[src/rtl/uart_rx_core_if.sv]
// Host-side byte interface of the UART receiver: held byte, status flags and read strobe.
// master = receiver (drives byte and flags), slave = host (drives read_rx_byte).
interface uart_rx_core_if;
  logic [7:0] rx_data;
  logic       rx_ready;
  logic       parity_err;
  logic       framing_err;
  logic       overflow;
  logic       read_rx_byte;

  modport master (
    output rx_data, rx_ready, parity_err, framing_err, overflow,
    input  read_rx_byte
  );

  modport slave (
    input  rx_data, rx_ready, parity_err, framing_err, overflow,
    output read_rx_byte
  );
endinterface

[src/rtl/uart_rx_core.sv]
// UART receiver on a 16x baud_clock tick; byte delivered 1 clk after the stop sample, no stall (unread byte -> overflow).
// Define UART_RX_MAJORITY_EN for 2-of-3 majority sampling at cnt 6/7/8 instead of a single cnt 7 sample.
module uart_rx_core #(
  parameter int SYNC_STAGES = 2
) (
  input  logic          clk,
  input  logic          reset,
  input  logic          baud_clock,
  input  logic          rx,
  input  logic          bit8,
  input  logic          parity_en,
  input  logic          odd_n_even,
  uart_rx_core_if.master host
);

  typedef enum logic [2:0] {IDLE, START, DATA, PARITY, STOP} state_t;

  state_t                 state, state_nxt;
  logic [SYNC_STAGES-1:0] sync_q;
  logic                   rx_s;
  logic [3:0]             cnt, cnt_nxt;
  logic [2:0]             bitcnt, bitcnt_nxt;
  logic [7:0]             shreg, shreg_nxt;
  logic                   bit8_q, bit8_nxt;
  logic                   par_en_q, par_en_nxt;
  logic                   odd_q, odd_nxt;
  logic                   perr_q, perr_nxt;
  logic                   ferr_q, ferr_nxt;
  logic                   done_q, done_nxt;
  logic                   samp_strobe;
  logic                   samp_bit;

  logic [7:0]             rx_data_q;
  logic                   rx_ready_q;
  logic                   parity_err_q;
  logic                   framing_err_q;
  logic                   overflow_q;

  // synchroniser resets to 1 so a reset never looks like a start bit
  always_ff @(posedge clk or posedge reset) begin
    if (reset) sync_q <= '1;
    else       sync_q <= {sync_q[SYNC_STAGES-2:0], rx};
  end
  assign rx_s = sync_q[SYNC_STAGES-1];

`ifdef UART_RX_MAJORITY_EN
  logic [1:0] maj_q;

  always_ff @(posedge clk or posedge reset) begin
    if (reset) begin
      maj_q <= 2'b11;
    end else if (baud_clock && state != IDLE) begin
      if (cnt == 4'd6) maj_q[0] <= rx_s;
      if (cnt == 4'd7) maj_q[1] <= rx_s;
    end
  end

  assign samp_strobe = baud_clock && (cnt == 4'd8);
  assign samp_bit    = (maj_q[0] & maj_q[1]) | (maj_q[0] & rx_s) | (maj_q[1] & rx_s);
`else
  assign samp_strobe = baud_clock && (cnt == 4'd7);
  assign samp_bit    = rx_s;
`endif

  always_ff @(posedge clk or posedge reset) begin
    if (reset) begin
      state    <= IDLE;
      cnt      <= 4'd0;
      bitcnt   <= 3'd0;
      shreg    <= 8'd0;
      bit8_q   <= 1'b0;
      par_en_q <= 1'b0;
      odd_q    <= 1'b0;
      perr_q   <= 1'b0;
      ferr_q   <= 1'b0;
      done_q   <= 1'b0;
    end else begin
      state    <= state_nxt;
      cnt      <= cnt_nxt;
      bitcnt   <= bitcnt_nxt;
      shreg    <= shreg_nxt;
      bit8_q   <= bit8_nxt;
      par_en_q <= par_en_nxt;
      odd_q    <= odd_nxt;
      perr_q   <= perr_nxt;
      ferr_q   <= ferr_nxt;
      done_q   <= done_nxt;
    end
  end

  always_comb begin
    state_nxt  = state;
    cnt_nxt    = cnt;
    bitcnt_nxt = bitcnt;
    shreg_nxt  = shreg;
    bit8_nxt   = bit8_q;
    par_en_nxt = par_en_q;
    odd_nxt    = odd_q;
    perr_nxt   = perr_q;
    ferr_nxt   = ferr_q;
    done_nxt   = 1'b0;
    if (baud_clock) begin
      cnt_nxt = cnt + 4'd1;
      case (state)
        IDLE: begin
          // the detecting tick is cnt 0 of the start bit
          cnt_nxt = 4'd0;
          if (!rx_s) begin
            state_nxt  = START;
            cnt_nxt    = 4'd1;
            bitcnt_nxt = 3'd0;
            shreg_nxt  = 8'd0;
            perr_nxt   = 1'b0;
            bit8_nxt   = bit8;
            par_en_nxt = parity_en;
            odd_nxt    = odd_n_even;
          end
        end
        START: begin
          if (samp_strobe && samp_bit) begin
            state_nxt = IDLE;
            cnt_nxt   = 4'd0;
          end else if (cnt == 4'd15) begin
            state_nxt = DATA;
          end
        end
        DATA: begin
          if (samp_strobe) shreg_nxt[bitcnt] = samp_bit;
          if (cnt == 4'd15) begin
            if (bitcnt == (bit8_q ? 3'd7 : 3'd6)) begin
              bitcnt_nxt = 3'd0;
              state_nxt  = par_en_q ? PARITY : STOP;
            end else begin
              bitcnt_nxt = bitcnt + 3'd1;
            end
          end
        end
        PARITY: begin
          if (samp_strobe) perr_nxt = ((^shreg) ^ samp_bit) != odd_q;
          if (cnt == 4'd15) state_nxt = STOP;
        end
        STOP: begin
          // leave at the sample point so a back-to-back start bit is not missed
          if (samp_strobe) begin
            ferr_nxt  = !samp_bit;
            done_nxt  = 1'b1;
            state_nxt = IDLE;
            cnt_nxt   = 4'd0;
          end
        end
        default: begin
          state_nxt = IDLE;
          cnt_nxt   = 4'd0;
        end
      endcase
    end
  end

  always_ff @(posedge clk or posedge reset) begin
    if (reset) begin
      rx_data_q     <= 8'd0;
      rx_ready_q    <= 1'b0;
      parity_err_q  <= 1'b0;
      framing_err_q <= 1'b0;
      overflow_q    <= 1'b0;
    end else if (done_q) begin
      if (!rx_ready_q || host.read_rx_byte) begin
        rx_data_q     <= shreg;
        rx_ready_q    <= 1'b1;
        parity_err_q  <= perr_q;
        framing_err_q <= ferr_q;
        overflow_q    <= 1'b0;
      end else begin
        overflow_q    <= 1'b1;
      end
    end else if (host.read_rx_byte && rx_ready_q) begin
      rx_ready_q    <= 1'b0;
      parity_err_q  <= 1'b0;
      framing_err_q <= 1'b0;
      overflow_q    <= 1'b0;
    end
  end

  assign host.rx_data     = rx_data_q;
  assign host.rx_ready    = rx_ready_q;
  assign host.parity_err  = parity_err_q;
  assign host.framing_err = framing_err_q;
  assign host.overflow    = overflow_q;

endmodule

[src/flat_wrapper.sv]
// flat-port wrapper written by rule: the top's interface ports become plain ports
module uart_rx_core_flat 
#(
  parameter int SYNC_STAGES = 2
)
  (clk, reset, baud_clock, rx, bit8, parity_en, odd_n_even, host_rx_data, host_rx_ready, host_parity_err, host_framing_err, host_overflow, host_read_rx_byte);
  uart_rx_core_if host_i ();
  input  logic clk;
  input  logic reset;
  input  logic baud_clock;
  input  logic rx;
  input  logic bit8;
  input  logic parity_en;
  input  logic odd_n_even;
  output wire logic [$bits(host_i.rx_data)-1:0] host_rx_data;
  output wire logic [$bits(host_i.rx_ready)-1:0] host_rx_ready;
  output wire logic [$bits(host_i.parity_err)-1:0] host_parity_err;
  output wire logic [$bits(host_i.framing_err)-1:0] host_framing_err;
  output wire logic [$bits(host_i.overflow)-1:0] host_overflow;
  input wire logic [$bits(host_i.read_rx_byte)-1:0] host_read_rx_byte;
  assign host_rx_data = host_i.rx_data;
  assign host_rx_ready = host_i.rx_ready;
  assign host_parity_err = host_i.parity_err;
  assign host_framing_err = host_i.framing_err;
  assign host_overflow = host_i.overflow;
  assign host_i.read_rx_byte = host_read_rx_byte;
  uart_rx_core #(.SYNC_STAGES(SYNC_STAGES)) u_core (.clk(clk), .reset(reset), .baud_clock(baud_clock), .rx(rx), .bit8(bit8), .parity_en(parity_en), .odd_n_even(odd_n_even), .host(host_i));
endmodule
[config.mk]
export PLATFORM = sky130hd
export DESIGN_NAME = uart_rx_core_flat
export DESIGN_NICKNAME = d
export VERILOG_FILES = /design/src/rtl/uart_rx_core_if.sv /design/src/rtl/uart_rx_core.sv /design/src/flat_wrapper.sv
export SDC_FILE = /design/constraint.sdc
export NUM_CORES = 1
export LEC_CHECK = 0
export CAP_MARGIN = 5
export CORE_ASPECT_RATIO = 0.75
export CORE_MARGIN = 4
export CORE_UTILIZATION = 51
export CTS_CLUSTER_SIZE = 40
export DETAILED_ROUTE_END_ITERATION = 8
export PLACE_DENSITY = 0.73
export SYNTH_ARGS = -nofsm -noshare
export SYNTH_HDL_FRONTEND = slang
export SYNTH_SLANG_ARGS = --single-unit
[constraint.sdc]
create_clock -name clk -period 1.9 [get_ports clk]
set_clock_uncertainty 0.15 [all_clocks]
set_input_delay 0.38 -clock clk [delete_from_list [all_inputs] [get_ports clk]]
set_output_delay 0.38 -clock clk [all_outputs]
set_load 0.03 [all_outputs]
==> tab_implementation.tex, run 1 <==
\begin{tabular}{lr}
\hline
Metric & Value \\
\hline
\multicolumn{2}{l}{\textbf{Timing}} \\
Worst slew slack as a fraction of its limit & 76.11\% \\
Least-Margin Pin Slew & around 0.36 ns \\
Fmax & between 500 and 600 MHz \\
Share of the clock period used by the worst path after layout & 98.73\% \\
Hold violation count in the final report & 0 \\
Max Slew Vio Count & 0 \\
Total negative setup slack & 0 ns \\
Setup violation total in the final timing report & 0 \\
Post-layout min period & 1.876 ns \\
Fin Hold WS & 0.2183 ns \\
\multicolumn{2}{l}{\textbf{GRT}} \\
Maximum number of pins on one net before global-route repair & 39 \\
Number of antenna violations at the first check in global routing & 0 \\
Via count of the first global-routing pass & 1673 \\
Grt ovf & 0 \\
First-pass GRT wire length & 7762 µm \\
Total GRT Usage & 19.73\% \\
\multicolumn{2}{l}{\textbf{Clock network}} \\
CTS tree & done \\
Clock Path Buffers & 2 \\
CTS Root Buffer Type & sky130\_fd\_sc\_hd\_\_clkbuf\_8 \\
Number of H-tree levels & 2 \\
Number of buffers inserted for hold repair after clock tree synthesis & 0 \\
Clock sink total & 38 \\
Clock-pin slew of the registers on the worst-case setup and hold paths & 0.07 ns \\
Total clock buffers created by CTS & 5 \\
Worst skew pair latency & 0.29 ns \\
\multicolumn{2}{l}{\textbf{Routing}} \\
Via count of the routed design & 1614 \\
Drt first-iter violations & 96 \\
Residual DRC count & 0 \\
Count of antenna-violating nets left after detailed routing & 0 \\
Via/cell ratio & 5.744 \\
Average detailed-routed wire length per instance & 16.17 µm \\
Total routed wirelength & between 4000 and 5000 µm \\
TritonRoute pass-1 iters & 5 \\
\multicolumn{2}{l}{\textbf{Synth}} \\
Ys Warns & 0 \\
Number of synthesized register bits & 38 \\
Syn nets & 200 \\
Syn Inst Count & 190 \\
Synth cell types & 48 \\
Cell area after synthesis & 1996 µm² \\
Number of synthesized flops with an enable pin & 0 \\
Part of the Yosys area used for sequential elements & 47.77\% \\
Top FF cell, synth & sky130\_fd\_sc\_hd\_\_dfrtp\_1 \\
Share of flip-flops with an asynchronous set or reset after synthesis & 100.0\% \\
Mean instance size in the synthesized netlist & 10.50 µm² \\
\multicolumn{2}{l}{\textbf{Power and ir drop}} \\
Leakage power summed over all cells & 1.167 nW \\
Worst voltage drop across the vdd grid & 0.0009568 V \\
PD cells & 1220 nW/µm² \\
\multicolumn{2}{l}{\textbf{Final layout}} \\
Antenna diode count & 0 \\
Final cell count without fillers & 281 \\
Core utilization of the finished layout & 69.53\% \\
Area growth from synthesis to layout & 29.22\% \\
Finished Cell Area & about 2600 µm² \\
Most frequent cells in the layout & sky130\_fd\_sc\_hd\_\_dfrtp\_1, sky130\_fd\_sc\_hd\_\_buf\_4, sky130\_fd\_sc\_hd\_\_inv\_1, sky130\_fd\_sc\_hd\_\_clkdlybuf4s50\_1 \\
Most common cell after layout, fill and taps aside & sky130\_fd\_sc\_hd\_\_dfrtp\_1 \\
Fill count & about 290 \\
Fraction of layout instances using a drive strength above 1 & 23.58\% \\
Final layout net count & 238 \\
\multicolumn{2}{l}{\textbf{Place}} \\
Number of buffers added on ports & 19 \\
Detail Placement HPWL & 3211 µm \\
Instance area at placement & 2369 µm² \\
Final estimated routing congestion in global placement & 0.9068 \\
Post-placement cell count & $\sim$270 \\
\multicolumn{2}{l}{\textbf{Floorplan}} \\
Overall die height & 62.18 µm \\
Core region area & 3709 µm² \\
Initial Utilization & 53.81\% \\
Die W & 80.23 µm \\
Die Footprint & 4988 µm² \\
Row Count & 19 \\
Ports & 20 \\
\multicolumn{2}{l}{\textbf{Critical path}} \\
Critical path arrival & 1.90 ns \\
Top fanout value on the critical path & 6 \\
Category of the worst setup path capture point & flop \\
Data required, critical path & 1.92 ns \\
Element type at the critical path start & flop \\
Worst Setup Path Type & flop to flop \\
\multicolumn{2}{l}{\textbf{Min path}} \\
Hold/Removal Path Class & flop to flop \\
\multicolumn{2}{l}{\textbf{Flow run}} \\
Max capacitance violation total & 0 \\
\multicolumn{2}{l}{\textbf{Run status}} \\
Status & complete, no violations \\
\hline
\end{tabular}
[per-layer routing]
| metal | part of all wire (%) | vias up | global-route usage, % |
|---|---|---|---|
| met5 | 0 | - | 0 |
| met4 | 2.4 | 0 | 8.650 |
| met3 | 3.8 | 13 | 3.902 |
| met2 | 47 | 50 | 31.40 |
| met1 | 46 | 781 | 25.98 |
| li1 | - | 770 | - |
[cell type report]
class / count / area (µm²) / share of cell area, %
tap: 52 / 65.06 / 2.523
timing repair buffer: 42 / 394.1 / 15.28
inverter: 15 / 56.30 / 2.183
clock inverter: 2 / 60.06 / 2.329
multi-input combinational: 126 / 964.7 / 37.41
clock buffer: 6 / 82.58 / 3.202
sequential: 38 / 955.9 / 37.07
[sequential cells by signal, indices dropped and copies added (netlist names)]
signal,flops
u_core.ferr_q,1
u_core.sync_q,2
u_core.par_en_q,1
u_core.bitcnt,3
u_core.bit8_q,1
u_core.perr_q,1
u_core.host.parity_err,1
u_core.state,3
u_core.cnt,4
u_core.host.rx_data,8
u_core.host.rx_ready,1
u_core.done_q,1
u_core.host.overflow,1
u_core.odd_q,1
u_core.host.framing_err,1
u_core.shreg,8
[where the power goes]
part | internal [mW] | switching (mW)
Combinational | 0.556 | 0.639
Clock | 0.560 | 0.291
Sequential | 0.954 | 0.147
[what timing repair did]
item,CTS,global route
gates cloned,0,0
resized for setup,1,11
setup endpoints to repair,1,15
pin swaps,0,3
buffers inserted,0,4
[worst max-delay path, stage by stage, from the launching register on]
cell and delay, ns:
sky130_fd_sc_hd__dfrtp_2 0.45, sky130_fd_sc_hd__or3b_1 0.43, sky130_fd_sc_hd__o21a_1 0.16, sky130_fd_sc_hd__o2111ai_4 0.21
sky130_fd_sc_hd__mux2_1 0.35
[final timing paths]
| path | end | slack (ns) | startpoint | cells after the start |
|---|---|---|---|---|
| min in group asynchronous | u_core.host.rx_data[0]$_DFFE_PP0P_ | 0.28 | reset | 3 |
| hold / removal | u_core.sync_q[1]$_DFF_PP1_ | 0.22 | u_core.sync_q[0]$_DFF_PP1_ | 0 |
| hold reg to reg | u_core.sync_q[1]$_DFF_PP1_ | 0.22 | u_core.sync_q[0]$_DFF_PP1_ | 0 |
| setup / recovery | u_core.state[2]$_DFFE_PP0P_ | 0.02 | u_core.state[1]$_DFFE_PP0P_ | 4 |
| setup reg to reg | u_core.state[2]$_DFFE_PP0P_ | 0.02 | u_core.state[1]$_DFFE_PP0P_ | 4 |
| max in group asynchronous | u_core.sync_q[0]$_DFF_PP1_ | 1.05 | reset | 3 |
[cells by family (layout without fill, tap and decap cells)]
logic type	after synthesis	in the layout	share of synthesized area (%)
AO/OA/AOI/OAI	61	61	20.94
XOR/XNOR	9	9	4.640
AND/OR/NAND/NOR	39	39	11.79
buffers and inverters	26	65	5.329
flip-flops	38	38	47.77
adder cells (fa/ha/maj)	2	2	1.254
multiplexers	15	15	8.276
[cell usage after synthesis (3+ instances only)]
cell                       count  area (µm²)
sky130_fd_sc_hd__dfrtp_1      36       900.9
sky130_fd_sc_hd__inv_1        14       52.55
sky130_fd_sc_hd__o21ai_0      11       55.05
sky130_fd_sc_hd__o21ai_1      11       55.05
sky130_fd_sc_hd__a31oi_1       8       50.05
sky130_fd_sc_hd__mux2_2        8       90.09
sky130_fd_sc_hd__nand2_1       7       26.28
sky130_fd_sc_hd__nand2b_1      7       43.79
sky130_fd_sc_hd__a21oi_1       6       30.03
sky130_fd_sc_hd__clkbuf_1      6       22.52
sky130_fd_sc_hd__nor2_1        6       22.52
sky130_fd_sc_hd__xnor2_1       6       52.55
sky130_fd_sc_hd__nand3_1       5       25.02
sky130_fd_sc_hd__o211ai_1      5       37.54
sky130_fd_sc_hd__buf_2         4       20.02
sky130_fd_sc_hd__mux2_1        4       45.04
sky130_fd_sc_hd__mux2i_1       3       30.03
sky130_fd_sc_hd__o22ai_1       3       18.77
[per-stage QoR]
stage	setup slack [ns]	total power [mW]
global route	-0.01848	3.352
global placement	-0.1850	2.126
detailed placement	-0.2573	2.198
CTS	0.007011	3.053
finish	0.02409	3.147
floorplan	0.003483	1.842
Power figures use the tool's default switching activity.
==> inputs of run 2 (changes only) <==
CORE_UTILIZATION = 53   (was 51)
CTS_BUF_LIST = sky130_fd_sc_hd__clkbuf_8   (was unset)
PLACE_DENSITY = 0.76   (was 0.73)
==> run 2 against run 1 <==
First-iteration DRC count grew 20%. Critical path depth grew 1. Final area shrank 0.73%. Largest power group is now sequential cells. Maximum frequency grew 1.6%. Core utilization grew 0.85 points. Critical path type unchanged.
==> tab_implementation.tex, run 2 (same netlist as run 1, synthesis figures left out) <==
\begin{tabular}{lr}
\hline
Metric & Value \\
\hline
\multicolumn{2}{l}{\textbf{Floorplan}} \\
Overall die height & 61.14 µm (-1.7\%) \\
Die W & 78.86 µm (-1.7\%) \\
Row Count & 19 (unchanged) \\
Core region area & 3637 µm² (-1.9\%) \\
Ports & 20 (unchanged) \\
Die Footprint & 4821 µm² (-3.4\%) \\
Initial Utilization & 54.87\% (+1.1 points) \\
\multicolumn{2}{l}{\textbf{Power and ir drop}} \\
Power, Total & 3.089 mW (-1.8\%) \\
PD cells & 1207 nW/µm² (-1.1\%) \\
Internal power & 2.044 mW (-1.3\%) \\
Power spent charging and discharging nets & 1.045 mW (-2.9\%) \\
Leakage power summed over all cells & 1.170 nW (+0.27\%) \\
Worst voltage drop across the vdd grid & 0.0008489 V (-11\%) \\
Sequential fraction of design power & 36.1\% (+1.1 points) \\
Portion of total power attributed to the clock network & 27.6\% (+0.6 points) \\
Combinational cell fraction of total power & 36.3\% (-1.7 points) \\
Switching share of power & 33.82\% (-0.38 points) \\
\multicolumn{2}{l}{\textbf{Flow run}} \\
Max capacitance violation total & 0 (unchanged) \\
\multicolumn{2}{l}{\textbf{Critical path}} \\
Critical path arrival & 1.87 ns (-0.03 ns) \\
Count of cells along the worst register-to-register path & 5 (+1) \\
Element type at the critical path start & flop \\
End point of the critical path & u\_core.state[2]\$\_DFFE\_PP0P\_ \\
Critical register-to-register path startpoint & u\_core.cnt[1]\$\_DFFE\_PP0P\_ \\
Endpoint of the most critical register-to-register path & u\_core.state[2]\$\_DFFE\_PP0P\_ \\
Longest individual stage delay on the worst path & 0.44 ns (about the same) \\
Worst Setup Path Type & flop to flop \\
Data required, critical path & 1.93 ns (about the same) \\
Critical path launch point & u\_core.cnt[1]\$\_DFFE\_PP0P\_ \\
Kind of cell with the highest combined delay on the critical path & flip-flops \\
Crit path max-delay cell type & sky130\_fd\_sc\_hd\_\_dfrtp\_1 \\
Number of stages on the worst setup path & 5 (+1) \\
Flop2flop setup slack & 0.05 ns (+0.03 ns) \\
Cells traversed along the worst timing path & ha\_4 > and3\_1 > a211o\_1 > o2111ai\_2 > mux2\_1 \\
Count of buffering cells on the critical path with inverters included & 0 (unchanged) \\
Top fanout value on the critical path & 4 (-2) \\
Category of the worst setup path capture point & flop \\
\multicolumn{2}{l}{\textbf{GRT}} \\
Maximum number of pins on one net before global-route repair & 39 (unchanged) \\
Total GRT Usage & 19.34\% (-0.39 points) \\
Number of antenna violations at the first check in global routing & 0 (unchanged) \\
First-pass GRT wire length & 7169 µm (-7.6\%) \\
Via count of the first global-routing pass & 1566 (-6.4\%) \\
Grt ovf & 0 (unchanged) \\
\multicolumn{2}{l}{\textbf{Final layout}} \\
Antenna diode count & 0 (unchanged) \\
Most common cell after layout, fill and taps aside & sky130\_fd\_sc\_hd\_\_dfrtp\_1 \\
Area growth from synthesis to layout & 28.28\% \\
Core utilization of the finished layout & 70.38\% (+0.85 points) \\
Most frequent cells in the layout & sky130\_fd\_sc\_hd\_\_dfrtp\_1, sky130\_fd\_sc\_hd\_\_buf\_4, sky130\_fd\_sc\_hd\_\_inv\_1, sky130\_fd\_sc\_hd\_\_clkdlybuf4s50\_1 \\
Final layout net count & 235 (-1.3\%) \\
Fraction of layout instances using a drive strength above 1 & 22.57\% (-1.0 points) \\
\multicolumn{2}{l}{\textbf{Routing}} \\
TritonRoute pass-1 iters & 5 (unchanged) \\
Average detailed-routed wire length per instance & 14.85 µm (-8.2\%) \\
Via count of the routed design & 1557 (-3.5\%) \\
Total routed wirelength & 4129 µm (-9.2\%) \\
Drt first-iter violations & 115 (+20\%) \\
Via/cell ratio & 5.601 (-2.5\%) \\
Residual DRC count & 0 (unchanged) \\
Count of antenna-violating nets left after detailed routing & 0 (unchanged) \\
\multicolumn{2}{l}{\textbf{Clock network}} \\
Clock sink total & 38 (unchanged) \\
Buffers inserted during post-CTS setup optimization & 0 (unchanged) \\
Clock-pin slew of the registers on the worst-case setup and hold paths & 0.07 ns (about the same) \\
Number of H-tree levels & 2 (unchanged) \\
Total clock buffers created by CTS & 5 (unchanged) \\
Worst skew pair latency & 0.29 ns (about the same) \\
CTS Root Buffer Type & sky130\_fd\_sc\_hd\_\_clkbuf\_8 \\
Clock Path Buffers & 2 (unchanged) \\
CTS tree & done \\
\multicolumn{2}{l}{\textbf{Min path}} \\
Hold/Removal Path Class & flop to flop \\
\multicolumn{2}{l}{\textbf{Place}} \\
Detail Placement HPWL & 2948 µm (-8.2\%) \\
Final estimated routing congestion in global placement & 0.9329 (+2.9\%) \\
Worst slack at placement & -0.2216 ns (+0.03561 ns) \\
Number of buffers added on ports & 19 (unchanged) \\
\multicolumn{2}{l}{\textbf{Timing}} \\
Post-layout min period & 1.847 ns (-0.02902 ns) \\
Total negative setup slack & 0 ns (unchanged) \\
Hold violation count in the final report & 0 (unchanged) \\
Share of the clock period used by the worst path after layout & 97.20\% (-1.5 points) \\
Setup repair after global routing missed its margin & true \\
Least-Margin Pin Slew & 0.3673 ns (+0.009379 ns) \\
Worst slew slack as a fraction of its limit & 75.42\% (-0.69 points) \\
Max Slew Vio Count & 0 (unchanged) \\
Setup violation total in the final timing report & 0 (unchanged) \\
Fmax & 541.5 MHz (+1.6\%) \\
Setup slack after layout & 0.05312 ns (+0.02902 ns) \\
\multicolumn{2}{l}{\textbf{Run status}} \\
Status & complete, no violations \\
\hline
\end{tabular}
## run 2: cell types whose count changed in the layout (fill, tap and decap cells not counted), sizes merged
cell	change
buf	-2
clkbuf	-1
clkdlybuf4s50	-1
dlymetal6s2s	+1
## run 2: repair_timing
action / CTS / global route
hold buffers: 0 / 0
gates resized for setup: 1 / 12
setup endpoints to repair: 1 / 14
## run 2: final cells by class
cell class	count	area, µm²
tap	52	65.06
inverter	15	56.30
clock buffer	6	82.58
clock inverter	2	60.06
fill	275	1077
multi-input combinational	126	963.4
sequential	38	955.9
timing repair buffer	39	376.6
## run 2: worst min path at each step
stage	startpoint	endpoint	slack [ns]	depth (start not counted)
3_5_place_dp	u_core.sync_q[0]$_DFF_PP1_	u_core.sync_q[1]$_DFF_PP1_	0.20	0
6_report	u_core.sync_q[0]$_DFF_PP1_	u_core.sync_q[1]$_DFF_PP1_	0.21	0
5_1_grt	u_core.sync_q[0]$_DFF_PP1_	u_core.sync_q[1]$_DFF_PP1_	0.22	0
4_1_cts	u_core.sync_q[0]$_DFF_PP1_	u_core.sync_q[1]$_DFF_PP1_	0.21	0
2_1_floorplan	u_core.sync_q[0]$_DFF_PP1_	u_core.sync_q[1]$_DFF_PP1_	0.20	0
3_3_place_gp	u_core.sync_q[0]$_DFF_PP1_	u_core.sync_q[1]$_DFF_PP1_	0.20	0
## run 2: power groups by stage
| stage | logic, mW | clock network, mW | registers, mW |
|---|---|---|---|
| finish | 1.12 | 0.853 | 1.12 |
| global route | 1.25 | 0.904 | 1.14 |
| CTS | 1.09 | 0.868 | 1.09 |
| detailed placement | 1.09 | 0 | 1.11 |
| global placement | 1.04 | 0 | 1.10 |
| floorplan | 0.776 | 0 | 1.07 |
## run 2: per-layer routing
layer	routed length [µm]	part of all wire (%)	global-route usage, %	vias up
li1	-	-	-	760
met4	55	1.3	7.353	0
met5	0	0	0	-
met1	1958	47	25.94	748
met3	201	4.9	4.386	7
met2	1914	46	31.44	42
## run 2: stage by stage
step,std cells,hold slack (ns),cell area (µm²)
2_1_floorplan,190,0.1952,1996
3_3_place_gp,270,0.1969,2376
3_5_place_dp,270,0.1996,2376
4_1_cts,278,0.2109,2517
5_1_grt,278,0.2164,2560
6_report,278,0.2111,2560
## run 2: worst reg2reg max path: stages, from the launching register on
cell	delay, ns
sky130_fd_sc_hd__dfrtp_1	0.44
sky130_fd_sc_hd__ha_4	0.19
sky130_fd_sc_hd__and3_1	0.21
sky130_fd_sc_hd__a211o_1	0.31
sky130_fd_sc_hd__o2111ai_2	0.11
sky130_fd_sc_hd__mux2_1	0.34
